===== src/rtl/if_fetch_stage.sv =====
// Instruction-fetch stage: owns the PC, fetches from a combinational instruction memory
// and hands words to decode through a valid/ready IF/ID register.
// Optional performance counters are built when IF_FETCH_PERF_CNT_EN is defined.
module if_fetch_stage #(
   parameter logic [63:0] RESET_PC   = 64'h0,
   parameter int unsigned IMEM_BYTES = 56,
   parameter logic [31:0] NOP_INST   = 32'h00000013
) (
   input  logic        clk,
   input  logic        reset,
   output logic [63:0] inst_address,
   input  logic [31:0] instruction,
   output logic        id_valid,
   input  logic        id_ready,
   output logic [63:0] id_pc,
   output logic [31:0] id_instruction,
   input  logic        redirect,
   input  logic [63:0] redirect_target,
   output logic        halted,
`ifdef IF_FETCH_PERF_CNT_EN
   output logic [31:0] fetch_count,
   output logic [31:0] stall_count,
`endif
   output logic        misaligned
);

   typedef enum logic [1:0] {
      IDLE = 2'd0,
      RUN  = 2'd1,
      HALT = 2'd2
   } state_e;

   localparam logic [63:0] IMEM_LIMIT = 64'(IMEM_BYTES);
   localparam logic        RESET_FITS = (RESET_PC + 64'd4) <= IMEM_LIMIT;

   state_e      state_q, state_d;
   logic [63:0] pc_q, pc_d;
   logic        id_valid_q, id_valid_d;
   logic [63:0] id_pc_q, id_pc_d;
   logic [31:0] id_inst_q, id_inst_d;
   logic        misaligned_q, misaligned_d;

   logic        pc_in_range;
   logic        advance;
   logic        redirect_taken;
   logic        fetch_en;

   // A fetch is legal only while the whole word lies inside the memory.
   assign pc_in_range    = (pc_q + 64'd4) <= IMEM_LIMIT;
   assign advance        = (state_q == RUN) && (!id_valid_q || id_ready) && pc_in_range;
   assign redirect_taken = redirect && (state_q != IDLE);
   assign fetch_en       = advance && !redirect_taken;

   always_comb begin
      state_d      = state_q;
      pc_d         = pc_q;
      id_valid_d   = id_valid_q;
      id_pc_d      = id_pc_q;
      id_inst_d    = id_inst_q;
      misaligned_d = misaligned_q;

      // A redirect flushes IF/ID even while decode is stalling.
      if (redirect_taken) begin
         id_valid_d = 1'b0;
         id_inst_d  = NOP_INST;
         if (redirect_target[1:0] == 2'b00) begin
            pc_d    = redirect_target;
            state_d = RUN;
         end else begin
            misaligned_d = 1'b1;
            state_d      = HALT;
         end
      end else begin
         unique case (state_q)
            IDLE: begin
               state_d = RESET_FITS ? RUN : HALT;
            end
            RUN: begin
               if (fetch_en) begin
                  id_inst_d  = instruction;
                  id_pc_d    = pc_q;
                  id_valid_d = 1'b1;
                  pc_d       = pc_q + 64'd4;
               end else if (id_valid_q && id_ready) begin
                  id_valid_d = 1'b0;
                  id_inst_d  = NOP_INST;
               end
               if (!pc_in_range) begin
                  state_d = HALT;
               end
            end
            HALT: begin
               // The last fetched entry drains to decode before fetch goes quiet.
               if (id_valid_q && id_ready) begin
                  id_valid_d = 1'b0;
                  id_inst_d  = NOP_INST;
               end
            end
            default: begin
               state_d = IDLE;
            end
         endcase
      end
   end

   always_ff @(posedge clk or posedge reset) begin
      if (reset) begin
         state_q      <= IDLE;
         pc_q         <= RESET_PC;
         id_valid_q   <= 1'b0;
         id_pc_q      <= 64'h0;
         id_inst_q    <= NOP_INST;
         misaligned_q <= 1'b0;
      end else begin
         state_q      <= state_d;
         pc_q         <= pc_d;
         id_valid_q   <= id_valid_d;
         id_pc_q      <= id_pc_d;
         id_inst_q    <= id_inst_d;
         misaligned_q <= misaligned_d;
      end
   end

   assign inst_address   = pc_q;
   assign id_valid       = id_valid_q;
   assign id_pc          = id_pc_q;
   assign id_instruction = id_inst_q;
   assign halted         = (state_q == HALT);
   assign misaligned     = misaligned_q;

`ifdef IF_FETCH_PERF_CNT_EN
   logic [31:0] fetch_cnt_q;
   logic [31:0] stall_cnt_q;

   // Both counters saturate rather than wrap.
   always_ff @(posedge clk or posedge reset) begin
      if (reset) begin
         fetch_cnt_q <= 32'h0;
         stall_cnt_q <= 32'h0;
      end else begin
         if (fetch_en && (fetch_cnt_q != 32'hFFFF_FFFF)) begin
            fetch_cnt_q <= fetch_cnt_q + 32'd1;
         end
         if (id_valid_q && !id_ready && !redirect && (stall_cnt_q != 32'hFFFF_FFFF)) begin
            stall_cnt_q <= stall_cnt_q + 32'd1;
         end
      end
   end

   assign fetch_count = fetch_cnt_q;
   assign stall_count = stall_cnt_q;
`endif

endmodule


===== config.mk =====
export PLATFORM = sky130hd
export DESIGN_NAME = if_fetch_stage
export DESIGN_NICKNAME = d
export VERILOG_FILES = /design/src/rtl/if_fetch_stage.sv
export SDC_FILE = /design/constraint.sdc
export NUM_CORES = 1
export LEC_CHECK = 0
export CORE_MARGIN = 5
export CORE_UTILIZATION = 42
export DETAILED_ROUTE_END_ITERATION = 10
export PLACE_DENSITY = 0.77
export SYNTH_ARGS = -nofsm -noshare
export SYNTH_HDL_FRONTEND = slang
export SYNTH_SLANG_ARGS = --single-unit

===== constraint.sdc =====
create_clock -name clk -period 5.5 [get_ports clk]
set_input_delay 1.1 -clock clk [delete_from_list [all_inputs] [get_ports clk]]
set_output_delay 1.1 -clock clk [all_outputs]
set_load 0.02 [all_outputs]

; ---- Yosys cells after proc, flatten, opt, wreduce, memory -nomap -nowiden
; Cells that the tools add are included.
[totals]
reg_bits = 164
inputBits = 100
[op_classes]
reduce_logical = 18
n_addsub = 1
muxes = 16
n_eq_ne = 5
n_lt_le_gt_ge = 1
n_bitwise = 2
[ops]
columns = op, n
row1 = 64-bit 2-to-1 mux, 4
row2 = 32-bit 2-to-1 mux, 3
row3 = 64-bit by 3-bit adder with 64-bit output (second input constant), 1
row4 = 64-bit by 6-bit less-or-equal comparator with 1-bit output (second input constant), 1
row5 = 32-bit case mux with 2 select lines, 1
row6 = 2-bit 2-to-1 mux, 3
row7 = 2-bit case mux with 3 select lines, 1
row8 = 3-bit AND reduction, 2
row9 = 2-bit nonzero test, 3
row10 = 1-bit logical AND, 5
row11 = 2-bit zero test, 2
row12 = 2-bit by 1-bit inequality test with 1-bit output (second input constant), 2
row13 = 2-bit AND reduction, 2
row14 = 1-bit 2-to-1 mux, 3
row15 = 3-bit inequality test (second input constant), 1
row16 = 3-bit nonzero test, 1
row17 = 2-bit by 1-bit == test with 1-bit output (second input constant), 1
row18 = 2-bit == test (second input constant), 1
row19 = 1-bit zero test, 2
row20 = 1-bit NOT, 2
row21 = 1-bit case mux with 2 select lines, 1
row22 = 1-bit logical OR, 1

; ---- Longest topological paths before layout
[logic_depth]
depth_word = 8
ltp_mapped = 15
ltp_nobuf = 11

; ---- Worst setup path after synthesis
; OpenSTA, ideal clock, no wires.
[synth_timing]
path_type = register -> register
from = register pc_q[36] (netlist: inst_address[36])
to = register pc_q[41] (netlist: inst_address[41])
required_time_ns = 5.375
arrival_ns = 3.656
slack_ns = 1.719
n_path_buf = 3
setup_ns = 0.125
stages_incl_launch_ff = 14
path_cell_list = dfrtp_1 -> clkbuf_1 -> nand4_1 -> or4_1 -> nor4_1 -> xnor2_1 -> nand4_1 -> or4_1 -> nor3_2 -> and4_1 -> buf_6 -> nor2_2 -> buf_4 -> mux2_4
[synth_between]
elab_chain_len = 6
elab_cells_between_ends = 9
[synth_lines]
columns = item, line
row1 = start: declaration, 37  ; logic [63:0] pc_q, pc_d;
row2 = start signal: assignment, 116  ; pc_q <= pc_d;
row3 = 64-bit by 3-bit adder with 64-bit output (*), "49, 83"
row4 = 64-bit by 6-bit less-or-equal comparator with 1-bit output, 49  ; assign pc_in_range = (pc_q + 64'd4) <= IMEM_LIMIT;
row5 = 1-bit logical AND, 50  ; assign advance = (state_q == RUN) && (!id_valid_q || id_ready) && pc_in_range;
row6 = 1-bit logical AND, 52  ; assign fetch_en = advance && !redirect_taken;
row7 = 2-bit nonzero test (no source line), --
row8 = 3-bit AND reduction (no source line), --
; Every way passes the cells marked *; elsewhere a longest branch is shown, timed or not. The select of a mux whose other input is x is not followed.
; A chain may end at the register's enable or synchronous reset.

; ---- Worst setup path in the final report
[layout_timing]
from = register pc_q[2] (netlist: inst_address[2])
to = register pc_q[30] (netlist: inst_address[30])
; Same word-level chain as after synthesis.

==> results by group <==
Placed design
  – Port Buffers: 262
  – Final HPWL DP: 18.59 mm
  – Routability cong.: 0.9618

Yosys
  – Post-synth EDFFs: 0
  – Largest cells by area after synthesis: dfrtp_1 (49%), a21o_1 (5.2%), o22a_1 (4.3%), a22o_1 (4.2%), nor2_1 (3.6%)
  – Post-synthesis compound-gate area fraction: 20.73%
  – Largest family of logic cells by synthesized area: compound AO/OA/AOI/OAI gates
  – Post-Syn Nets: around 900
  – Area share of the largest cell type after synthesis: 49.18%
  – Area share of fa/ha/maj cells after synthesis: 0.3055%
  – Sequential-to-total area share from yosys stat: between 50 and 60%
  – Most used DFF post-synth: dfrtp_1
  – Commonest cells post-synth: dfrtp_1 (161), nor2_1 (79), a21o_1 (57)
  – Cells after Synth: 814
  – #FFs+latches synth: 164
  – Most common cell in the synthesized netlist: dfrtp_1
  – Post-Synth Simple-Gate Area: 18.31%
  – Post-Syn Area per Cell: just over 10 µm²
  – Yosys warnings: 0
  – Post-Syn Area: 0.008192 mm²
  – FFs w/ async S/R, synth: 100.0%
  – Multiplexer share of the synthesized area: 1.833%
  – Cell variety after synth: 57
  – Post-synthesis xor/xnor area fraction: around 4.3%
  – Leading area contributor after synthesis: dfrtp_1

Finish
  – Layout cells sized above 1: 6.546%
  – FF/Latch Area: 0.004108 mm²
  – Multi-input gate area: 0.003746 mm²
  – Layout Area Growth over Synthesis: 41.58%
  – Final Util: 59.98%
  – Fill cells: 1607
  – Final nets: roughly 1100

Clocking
  – Total CTS buffers: 17
  – H-tree levels: 4
  – Gates resized, CTS repair: 0
  – # clock sinks: 164
  – Worst-Skew Late Latency: approximately 0.42 ns
  – Clock-pin slew on the worst setup and hold paths: around 0.07 ns
  – Clk root buf: clkbuf_16
  – CTS Buffer Depth: 2
  – TritonCTS clock tree: done
  – Post-cts hold buffer count: 0
  – Setup Fix Bufs, Post-CTS: 0

Drt
  – Drt drc: 0
  – Total Wirelength: 26.35 mm
  – Vias per Instance: 5.761
  – Antenna viol nets, final: 0
  – First DRT Iteration DRCs: 670
  – Pre-Repair DR Iteration Count: 6
  – Wire length per cell: 19.96 µm
  – Vias post-DR: 7605

Flow run
  – Maxcap violations: 0

Floorplanning
  – Core ar.: 0.01933 mm²
  – Die Ht: 149.7 µm
  – Die area: between 0.02 and 0.025 mm²
  – Initial core utilization: a little over two fifths
  – I/O pin count: around 260
  – Site Rows: 51
  – Die W: 149.7 µm

STA
  – F_max: 0.2162 GHz
  – RSZ-0062 raised after global routing: no
  – Final period util: approximately 84%
  – Fin. Hold Viols: 0
  – Hold slack: between 0.4 and 0.5 ns
  – Worst slew margin: 29.31%
  – Final Critical Period: 4.626 ns
  – Clock skew: 0.01123 ns
  – Slew @ Worst Pin: 1.060 ns
  – Slew Viols, Final: 0
  – # setup viols final: 0
  – Setup_tns: 0 ns

Pwr
  – Logic gate share of total power: between 30% and 40%
  – Switching power of the nets: 2.087 mW
  – VDD IR max: 242.2 µV
  – Lkg Pwr: 5.207 nW
  – Pwr Density: 446.3 mW/mm²
  – Internal power: 3.089 mW
  – Sw frac: between 40% and 50%
  – Reg power frac: a little under two fifths
  – Clk pwr share: 24.7%

Setup path
  – Reg2reg setup slack: 0.87 ns
  – Worst-path maximum fanout: 73
  – R2r endpoint: inst_address[30]
  – Crit end category: flip-flop
  – Crit path kind: flip-flop to flip-flop
  – Worst R2R Path Depth: 12
  – CP arrival: 4.99 ns
  – Reg2reg start: inst_address[2]
  – Worst Path Required: 5.86 ns
  – CP Launch Type: flip-flop

GRT
  – Grt total ovfl: 0
  – First-pass GRT wire length: around 42 mm
  – Largest net degree at the start of global routing: between 150 and 200
  – Initial antenna violation count: 0
  – Vias in the first global route: 7680
  – All-layer global routing usage: 23.50%

Worst hold path
  – Hold-critical path endpoint: id_instruction[4]
  – Hold-critical path depth: 2
  – Hold Crit Start: id_instruction[4]
  – Hold Crit Class: flip-flop to flip-flop

Status
  – Status: finished, final reports clean
## power by group through the flow
| stage | Clock [mW] | Sequential [mW] | Combinational (mW) |
|---|---|---|---|
| finish | 1.28 | 1.92 | 1.98 |
| global route | 1.36 | 1.97 | 2.12 |
| CTS | 1.30 | 1.91 | 1.97 |
| detailed placement | 0 | 1.92 | 1.97 |
| global placement | 0 | 1.91 | 1.95 |
| floorplan | 0 | 1.96 | 1.09 |
## registers in the layout, indices dropped and copies added, names as in the netlist
register	flops
inst_address	64
misaligned	1
state_q	2
id_pc	64
id_instruction	32
id_valid	1
## per-stage QoR
| stage | total power, mW | setup slack [ns] | std cells | area (µm²) |
|---|---|---|---|---|
| CTS | 5.182 | 0.9760 | 1319 | 11590 |
| detailed placement | 3.890 | 0.8797 | 1287 | 10970 |
| global route | 5.453 | 0.5868 | 1319 | 11590 |
| floorplan | 3.050 | 1.719 | 814 | 8195 |
| finish | 5.176 | 0.8736 | 1320 | 11600 |
| global placement | 3.860 | 0.8817 | 1287 | 10970 |
## how the worst max path moves through the flow
stage	start	end
floorplan	inst_address[36]	inst_address[41]
global placement	redirect	inst_address[30]
detailed placement	redirect	inst_address[30]
CTS	inst_address[2]	inst_address[30]
global route	inst_address[2]	inst_address[30]
finish	inst_address[2]	inst_address[30]
## layer usage
layer	up-vias	share of wire [%]	GRT usage [%]
li1	3479	-	-
met3	52	12	8.934
met4	0	2.6	8.280
met5	-	0	0
met2	419	45	35.79
met1	3655	41	30.83
## critical path, cell delays in order (launching register included)
cell and delay [ns]:
dfrtp_1 0.49, ha_1 0.35, and3_1 0.26, nand4_2 0.28
or4_1 0.58, nor3_1 0.20, o221ai_1 0.19, or4_1 0.59
nor3_2 0.29, nand4_1 0.16, buf_4 0.40, a22oi_1 0.55
o22a_1 0.23
## cell usage in the layout (no fill, tap or decap), drive strengths merged, types with 4 or more instances in the layout
master / n
clkdlybuf4s50: 262
dfrtp: 161
nor2: 80
a21o: 57
nand2: 48
a21oi: 41
o22a: 40
a22o: 39
nand3: 35
nor3: 34
nand4: 32
xor2: 22
nor4: 19
xnor2: 18
clkbuf: 18
inv: 16
and3: 14
a31oi: 13
buf: 13
and4: 9
mux2: 8
o21ai: 7
a41oi: 6
or4: 5
and2: 5
nor2b: 4
o22ai: 4
## kinds of logic after synthesis
family / Yosys count
flip-flops: 164
AO/OA/AOI/OAI: 228
multiplexers: 11
AND/OR/NAND/NOR: 293
buffers and inverters: 76
XOR/XNOR: 40
adder cells (fa/ha/maj): 2
## layout make-up
| cell class | count | area share (%) |
|---|---|---|
| timing repair buffer | 275 | 23.67 |
| clock buffer | 18 | 3.787 |
| clock inverter | 14 | 1.618 |
| tap | 265 | 2.859 |
| antenna | 1 | 0.02158 |
| sequential | 164 | 35.42 |
| multi-input combinational | 574 | 32.30 |
| inverter | 9 | 0.3237 |
(Power assumes the default switching activity.)
